## src/rtl/tile_plot_arbiter_pkg.sv

```systemverilog
// Shared definitions for the tile plot arbiter: FSM states and colour codes.
package tile_plot_arbiter_pkg;

    typedef enum logic [1:0] {
        IDLE  = 2'd0,
        PAINT = 2'd1,
        DONE  = 2'd2
    } arb_state_t;

    localparam logic [2:0] COLOUR_BLACK  = 3'd0;
    localparam logic [2:0] COLOUR_PLAYER = 3'd1;
    localparam logic [2:0] COLOUR_ICE    = 3'd2;
    localparam logic [2:0] COLOUR_GOAL   = 3'd3;

endpackage

```

## src/rtl/tile_plot_arbiter_rr_arbiter.sv

```systemverilog
// Combinational round-robin pick: first set request after ptr, wrapping modulo NREQ.
module rr_arbiter #(
    parameter int NREQ = 3,
    parameter int PW   = 2
) (
    input  logic [NREQ-1:0] req,
    input  logic [PW-1:0]   ptr,
    output logic [NREQ-1:0] pick,
    output logic [PW-1:0]   win
);

    logic [PW-1:0] idx;

    // Scan ptr+1, ptr+2, ... and keep the first requester found.
    always_comb begin
        pick = '0;
        win  = '0;
        idx  = '0;
        for (int unsigned k = 1; k <= NREQ; k++) begin
            idx = PW'((32'(ptr) + k) % NREQ);
            if (pick == '0 && req[idx]) begin
                pick[idx] = 1'b1;
                win       = idx;
            end
        end
    end

endmodule

```

## src/rtl/tile_plot_arbiter.sv

```systemverilog
// Round-robin shared VGA write port: sweeps one TILE x TILE tile per grant, then pulses done.
module tile_plot_arbiter
    import tile_plot_arbiter_pkg::*;
#(
    parameter int NREQ      = 3,
    parameter int TILE_LOG2 = 2,
    parameter int GXW       = 5,
    parameter int GYW       = 5,
    parameter int CW        = 3
) (
    input  logic                      clk,
    input  logic                      reset,
    input  logic [NREQ-1:0]           req,
    input  logic [NREQ*GXW-1:0]       req_x,
    input  logic [NREQ*GYW-1:0]       req_y,
    input  logic [NREQ*CW-1:0]        req_colour,
    output logic [NREQ-1:0]           grant,
    output logic [NREQ-1:0]           done,
    output logic                      busy,
    output logic [GXW+TILE_LOG2-1:0]  vga_x,
    output logic [GYW+TILE_LOG2-1:0]  vga_y,
    output logic [CW-1:0]             vga_colour,
    output logic                      vga_plot
);

    localparam int PW   = $clog2(NREQ);
    localparam int CNTW = 2 * TILE_LOG2;
    localparam int XW   = GXW + TILE_LOG2;
    localparam int YW   = GYW + TILE_LOG2;

    arb_state_t      state, state_next;
    logic [PW-1:0]   ptr, ptr_next;
    logic [CNTW-1:0] cnt, cnt_next;
    logic [NREQ-1:0] grant_next, done_next;
    logic            busy_next, plot_next;
    logic [XW-1:0]   x_next;
    logic [YW-1:0]   y_next;
    logic [CW-1:0]   colour_next;
    logic [NREQ-1:0] pick;
    logic [PW-1:0]   win;

    rr_arbiter #(
        .NREQ (NREQ),
        .PW   (PW)
    ) u_rr_arbiter (
        .req  (req),
        .ptr  (ptr),
        .pick (pick),
        .win  (win)
    );

    // Next-state and next-output logic; outputs are computed one cycle ahead so they leave flops.
    // The tile origin is kept in the upper bits of vga_x/vga_y, so no separate latch is needed.
    always_comb begin
        state_next  = state;
        ptr_next    = ptr;
        cnt_next    = cnt;
        grant_next  = grant;
        done_next   = '0;
        plot_next   = 1'b0;
        x_next      = vga_x;
        y_next      = vga_y;
        colour_next = vga_colour;
        case (state)
            IDLE: begin
                grant_next = '0;
                if (req != '0) begin
                    state_next  = PAINT;
                    ptr_next    = win;
                    grant_next  = pick;
                    cnt_next    = '0;
                    plot_next   = 1'b1;
                    x_next      = {req_x[win*GXW +: GXW], {TILE_LOG2{1'b0}}};
                    y_next      = {req_y[win*GYW +: GYW], {TILE_LOG2{1'b0}}};
                    colour_next = req_colour[win*CW +: CW];
                end
            end
            PAINT: begin
                if (cnt == '1) begin
                    state_next = DONE;
                    done_next  = grant;
                end else begin
                    cnt_next  = cnt + 1'b1;
                    plot_next = 1'b1;
                    x_next    = {vga_x[XW-1:TILE_LOG2], cnt_next[TILE_LOG2-1:0]};
                    y_next    = {vga_y[YW-1:TILE_LOG2], cnt_next[CNTW-1:TILE_LOG2]};
                end
            end
            DONE: begin
                state_next = IDLE;
                grant_next = '0;
            end
            default: begin
                state_next = IDLE;
                grant_next = '0;
            end
        endcase
        busy_next = (state_next != IDLE);
    end

    // State, pointer, counter and registered outputs.
    always_ff @(posedge clk) begin
        if (reset) begin
            state      <= IDLE;
            ptr        <= PW'(NREQ - 1);
            cnt        <= '0;
            grant      <= '0;
            done       <= '0;
            busy       <= 1'b0;
            vga_plot   <= 1'b0;
            vga_x      <= '0;
            vga_y      <= '0;
            vga_colour <= '0;
        end else begin
            state      <= state_next;
            ptr        <= ptr_next;
            cnt        <= cnt_next;
            grant      <= grant_next;
            done       <= done_next;
            busy       <= busy_next;
            vga_plot   <= plot_next;
            vga_x      <= x_next;
            vga_y      <= y_next;
            vga_colour <= colour_next;
        end
    end

endmodule

```

## config.mk

```make
export PLATFORM = sky130hd
export DESIGN_NAME = tile_plot_arbiter
export DESIGN_NICKNAME = d
export VERILOG_FILES = /design/src/rtl/tile_plot_arbiter_pkg.sv /design/src/rtl/tile_plot_arbiter_rr_arbiter.sv /design/src/rtl/tile_plot_arbiter.sv
export SDC_FILE = /design/constraint.sdc
export NUM_CORES = 1
export LEC_CHECK = 0
export CAP_MARGIN = 20
export CORE_MARGIN = 2
export CORE_UTILIZATION = 43
export CTS_CLUSTER_SIZE = 16
export DETAILED_ROUTE_END_ITERATION = 8
export PLACE_DENSITY = 0.78
export SYNTH_ARGS = -nofsm -noshare
export SYNTH_HDL_FRONTEND = slang
export SYNTH_HIERARCHICAL = 1
export SYNTH_SLANG_ARGS = --single-unit
```

## constraint.sdc

```tcl
create_clock -name clk -period 2.75 [get_ports clk]
set_clock_uncertainty 0.2 [all_clocks]
set_input_delay 0.275 -clock clk [delete_from_list [all_inputs] [get_ports clk]]
set_output_delay 0.275 -clock clk [all_outputs]
set_load 0.005 [all_outputs]
```

# == Word level (Yosys, flattened, before mapping) ==
# Cells that the tools add are included.
# op_classes
addsub,4
mul,2
div,3
n_lt_le_gt_ge,6
n_eq_ne,4
shift,3
mux,35
n_bitwise,4
n_reduce_logical,15
# op_table
cell,n
$mod A32 B2 Y32 const B,3
$shiftx A15 B6 Y5,2
$pmux W7 S2,2
$mux W2,7
$mux W7,2
$mux W3,4
$lt A2 B3 Y1 const B,3
$shiftx A9 B5 Y3,1
$mux W1,8
$mux W4,2
$pmux W4 S2,1
$add A2 B2 Y3 const B,2
$bmux W1 S2,3
$demux W1 S2,3
$ge A2 B1 Y1 const B,3
$logic_not A3 Y1,2
$or A3 B3 Y3,2
$pmux W3 S2,1
$reduce_and A3 Y1,2
$logic_and A1 B1 Y1,5
$mul A2 B3 Y5 const B,1
$add A4 B1 Y4 const B,1
$eq A4 B4 Y1 const B,1
$mul A2 B2 Y4 const B,1
other kinds (11),14
# totals
register_bits,33
input_bits,44
out_inout_bits,25
word_cells,88

# == Longest topological paths before layout ==
# depth
ltp_word,17
depth_mapped,12
ltp_nobuf,9

# == Cells and area by module ==
# Netlist, hierarchy kept.
# modules_own_cells
mod,instances,cells_each,area_per_inst_um2,seq_area_each_um2
tile_plot_arbiter,1,151,1383.8,580.6
rr_arbiter,1,50,361.6,0.0

# == Least setup slack after synthesis ==
# Ideal clock, no wire load.
# synth_path
path_kind,reg2reg
startpoint,register ptr[0]
endpoint,register vga_x[2]
setup_ns,0.091
arrival_ns,2.252
required_ns,2.459
path_slack_ns,0.207
path_stages_with_launch,12
path_buffers,3
synth_period_minus_slack_ns,2.543
cell_sequence,dfxtp_1 -> inv_1 -> ha_1 -> buf_2 -> o2bb2ai_1 -> o211a_1 -> o21bai_1 -> buf_6 -> buf_12 -> mux2i_1 -> or2_2 -> a311oi_1
# synth_between
elab_chain_len,17
word_cells_on_any_way,36
cone_classes,add/sub: 3; mul: 1; div: 3; order compare: 4; shift: 1; mux: 17; bitwise: 1; reduce/logical: 6
# synth_lines
element,line,source
from (decl),tile_plot_arbiter.sv:32,"logic [PW-1:0] ptr, ptr_next;"
from (signal assigned),tile_plot_arbiter.sv:105,ptr <= PW'(NREQ - 1);
from (signal assigned),tile_plot_arbiter.sv:116,ptr <= ptr_next;
$add A2 B1 Y3,tile_plot_arbiter_rr_arbiter.sv:20,idx = PW'((32'(ptr) + k) % NREQ);
$mod A32 B2 Y32,tile_plot_arbiter_rr_arbiter.sv:20,
$lt A2 B3 Y1 (implied by the code) / $ge A2 B1 Y1 (equally long branches),tile_plot_arbiter_rr_arbiter.sv:22,pick[idx] = 1'b1;
$logic_and A1 B1 Y1 (implied by the code),tile_plot_arbiter_rr_arbiter.sv:22,
$mux W1 (implied by the code),tile_plot_arbiter_rr_arbiter.sv:22,
$demux W1 S2,--,
$mux W3,tile_plot_arbiter_rr_arbiter.sv:21,if (pick == '0 && req[idx]) begin
$logic_not A3 Y1,tile_plot_arbiter_rr_arbiter.sv:21,
(+2 left out),--,
$logic_not A3 Y1,tile_plot_arbiter_rr_arbiter.sv:21,
$logic_and A1 B1 Y1,tile_plot_arbiter_rr_arbiter.sv:21,
$mux W2 *,tile_plot_arbiter_rr_arbiter.sv:21,
named net win[0],tile_plot_arbiter.sv:40,logic [PW-1:0] win;
$mul A2 B3 Y5 *,tile_plot_arbiter.sv:73,"x_next = {req_x[win*GXW +: GXW], {TILE_LOG2{1'b0}}};"
$shiftx A15 B6 Y5 *,tile_plot_arbiter.sv:73,
$mux W7 *,tile_plot_arbiter.sv:67,if (req != '0) begin
$pmux W7 S2 *,tile_plot_arbiter.sv:64,case (state)
to (signal assigned),tile_plot_arbiter.sv:122,vga_x <= x_next;
to (decl),tile_plot_arbiter.sv:20,"output logic [GXW+TILE_LOG2-1:0] vga_x,"
# Mark *: on every way through the listed nets, which the timed path passes. The rest lies on a longest branch. The select of a mux whose other input is x is not followed.
# A chain may end at the register's enable or synchronous reset.

# == Final worst setup path ==
# layout_path
startpoint,register ptr[0]
endpoint,register vga_x[3]
# The elaborated chain is that of the path after synthesis.

==> run_results.csv <==
group,metric,value,unit
global_routing,grt.overflow.total,0,
worst_setup_path,startpoint_type,"flip-flop",
clock_network,clk_latency,0.28,ns
timing,hold_viol,0,
layout,n_fill_cell,317,
timing,finalSetupTns,0,ns
clock_network,cts_tree,"built",
clock_network,cts_buffers,5,
worst_setup_path,slowest_delay,0.35,ns
clock_network,htree_levels,2,
routing,drt_wl_total,4.69,mm
layout,register_area,582,um2
clock_network,postCtsSetupBuffers,0,
worst_setup_path,crit_slowest_cell,"dfxtp_2",
layout,multi_input_area,1080,um2
yosys,yosysUniqueCellTypes,44,
floorplanning,die-area,4580,um2
global_routing,antenna_found_initial,0,
global_routing,track_usage,0.213,
yosys,seq_area_frac_synth,0.333,
job,cap_violations,0,
worst_setup_path,critPathMaxFanout,6,
timing,slew_headroom,0.388,
placed_design,place_congestion,0.868,
worst_setup_path,crit_arrival,2.65,ns
yosys,synth_seq_cells,29,
worst_setup_path,critPathMostFrequentCell,"o2bb2ai_1",
worst_setup_path,worstPathRequired,2.73,ns
clock_network,clk_pin_slew,0.07,ns
floorplanning,start_util,0.443,
floorplanning,die_width,67.7,um
floorplanning,die_y,67.7,um
worst_setup_path,path_cells,"inv_1 > ha_1 > o2bb2ai_1 > o2bb2ai_1 > o211a_1 > o21bai_4 > clkbuf_16 > mux2i_1 > or2_2 > a311oi_1",
layout,fin_nets,325,
layout,final_cell_mix,"clkdlybuf4s50_1, dfxtp_1, nand2_1",
layout,stdcell_count,327,
global_routing,grt_pass1_wl,7.21,mm
yosys,yosys_warnings,6,
routing,wl_per_cell,14.4,um
layout,areaGrowthSynthToFinish,54.9,%
floorplanning,top_level_ports,69,
yosys,synth-edff-count,0,
power,p_leak,1.05,nW
routing,ant_nets,0,
yosys,synth_ff_type,"dfxtp_1",
timing,holdWs,0.294,ns
worst_setup_path,ff2ff_path_depth,10,
clock_network,cts_num_sinks,29,
timing,finalMaxSlewViolations,0,
clock_network,clockBufferDepth,2,
routing,dr.pass1.iters,4,
timing,post-route-period-util,0.972,
placed_design,dpl_cell_area,2510,um2
placed_design,place_hpwl,3.32,mm
power,ir_drop,329,uV
timing,worst_pin_slew,0.914,ns
routing,num_vias,1819,
floorplanning,coreArea,3940,um2
placed_design,dpl.cell_count,318,
global_routing,grt_max_degree,22,
layout,antenna_cells,0,
hold_path,min_path_cells,1,
yosys,syn_area_per_cell,8.68,um2
layout,final_common_cell,"clkdlybuf4s50_1",
layout,drive_gt1_frac,0.173,
timing,fmax,374,MHz
yosys,synth.net_count,250,
routing,drt-vias-per-instance,5.56,
yosys,syn_area,1750,um2
hold_path,holdCritPathClass,"flip-flop to flip-flop",
timing,min_period,2.67,ns
placed_design,port_buffers,68,
routing,drt_iter0_drc,98,
floorplanning,rows,23,
power,p_per_area,606,nW/um2
routing,drc_errors,0,
worst_setup_path,crit_type,"flip-flop to flip-flop",
worst_setup_path,crit_path_end_kind,"flip-flop",
global_routing,first_global_vias,1589,
yosys,async_flop_share,0,
clock_network,cts_hold_buf,0,
clock_network,clockRootBuffer,"clkbuf_8",
layout,fin_area,2700,um2
timing,setup_viol,0,
run_status,status,"complete, no violations",
yosys,netlist_instances,201,
-- cell type report --
cell class | instances | area share
clock buffers | 5 | 0.0255
clock inverters | 3 | 0.0241
inverters | 4 | 0.00555
multi-input cells | 152 | 0.399
flip-flops and latches | 29 | 0.215
well taps | 50 | 0.0231
repair buffers | 84 | 0.307
-- cell families (layout without fill, tap and decap cells) --
| logic type | Yosys count | in the layout | share of synthesized area |
|---|---|---|---|
| flops | 29 | 29 | 0.333 |
| simple gates | 73 | 73 | 0.222 |
| buf+inv | 20 | 96 | 0.0695 |
| fa+ha+maj | 5 | 5 | 0.0358 |
| xor+xnor | 1 | 1 | 0.00502 |
| compound gates | 58 | 58 | 0.247 |
| mux | 15 | 15 | 0.0875 |
-- worst paths after layout --
check | from | end | slack [ns]
worst max register to register | ptr[0]$_SDFFE_PP0P_ | vga_x[3]$_SDFFE_PP0P_ | 0.08
worst max-delay path | ptr[0]$_SDFFE_PP0P_ | vga_x[3]$_SDFFE_PP0P_ | 0.08
worst min register to register | grant[0]$_SDFFE_PP0N_ | done[0]$_SDFF_PP0_ | 0.29
worst min-delay path | grant[0]$_SDFFE_PP0N_ | done[0]$_SDFF_PP0_ | 0.29
-- Yosys cell counts (3+ instances only) --
| cell type | count | area, um2 |
|---|---|---|
| a21oi_1 | 18 | 90.1 |
| clkbuf_1 | 5 | 18.8 |
| dfxtp_1 | 29 | 581 |
| o21ai_0 | 3 | 15.0 |
| a32oi_1 | 4 | 35.0 |
| a311oi_1 | 14 | 123 |
| nor2_1 | 7 | 26.3 |
| and2_1 | 4 | 25.0 |
| mux2i_1 | 13 | 130 |
| nand2_1 | 20 | 75.1 |
| nor2b_1 | 3 | 18.8 |
| nor3_1 | 3 | 15.0 |
| or2_2 | 13 | 81.3 |
| nand3_1 | 6 | 30.0 |
| buf_2 | 6 | 30.0 |
| nand2b_1 | 5 | 31.3 |
| ha_1 | 5 | 62.6 |
| inv_1 | 4 | 15.0 |
-- per-stage QoR --
step,power (W),setup slack [ns],util
4_1_cts,0.00161,0.0428,0.672
3_5_place_dp,0.00108,-0.0204,0.637
3_3_place_gp,0.00107,0.0867,0.637
6_report,0.00164,0.0773,0.686
2_1_floorplan,0.000841,0.207,-
5_1_grt,0.00172,-0.0270,0.686
-- where the power goes --
group	leakage, nW	total (W)	internal (W)	switching [W]
logic	0.747	0.000609	0.000354	0.000256
clock network	0.0681	0.000528	0.000360	0.000168
registers	0.240	0.000500	0.000467	0.0000332
-- sequential cells by signal, summed over array words and instances, names as in the netlist --
register    cells
busy            1
state           2
vga_colour      3
grant           3
done            3
cnt             1
ptr             2
vga_x           6
vga_plot        1
vga_y           7
-- per-layer routing --
layer	track usage	share of wire	vias to the layer above
met2	0.343	0.49	86
met4	0.0995	0.015	0
li1	-	-	891
met5	0	0	-
met3	0.0750	0.081	9
met1	0.252	0.41	833
-- what timing repair did --
action,in CTS,in global routing
gates resized for setup,2,5
setup endpoints to repair,1,12
endpoints found under the hold margin,0,0
gates cloned,0,1
-- critical path, delay by kind of cell (launching register included) --
| family | cells | cell delay (ns) |
|---|---|---|
| adder cells (fa/ha/maj) | 1 | 0.30 |
| AND/OR/NAND/NOR | 1 | 0.26 |
| AO/OA/AOI/OAI | 5 | 1.02 |
| flip-flops | 1 | 0.35 |
| multiplexers | 1 | 0.11 |
| buffers and inverters | 2 | 0.32 |
No activity file was read; power rests on OpenSTA's default activity.
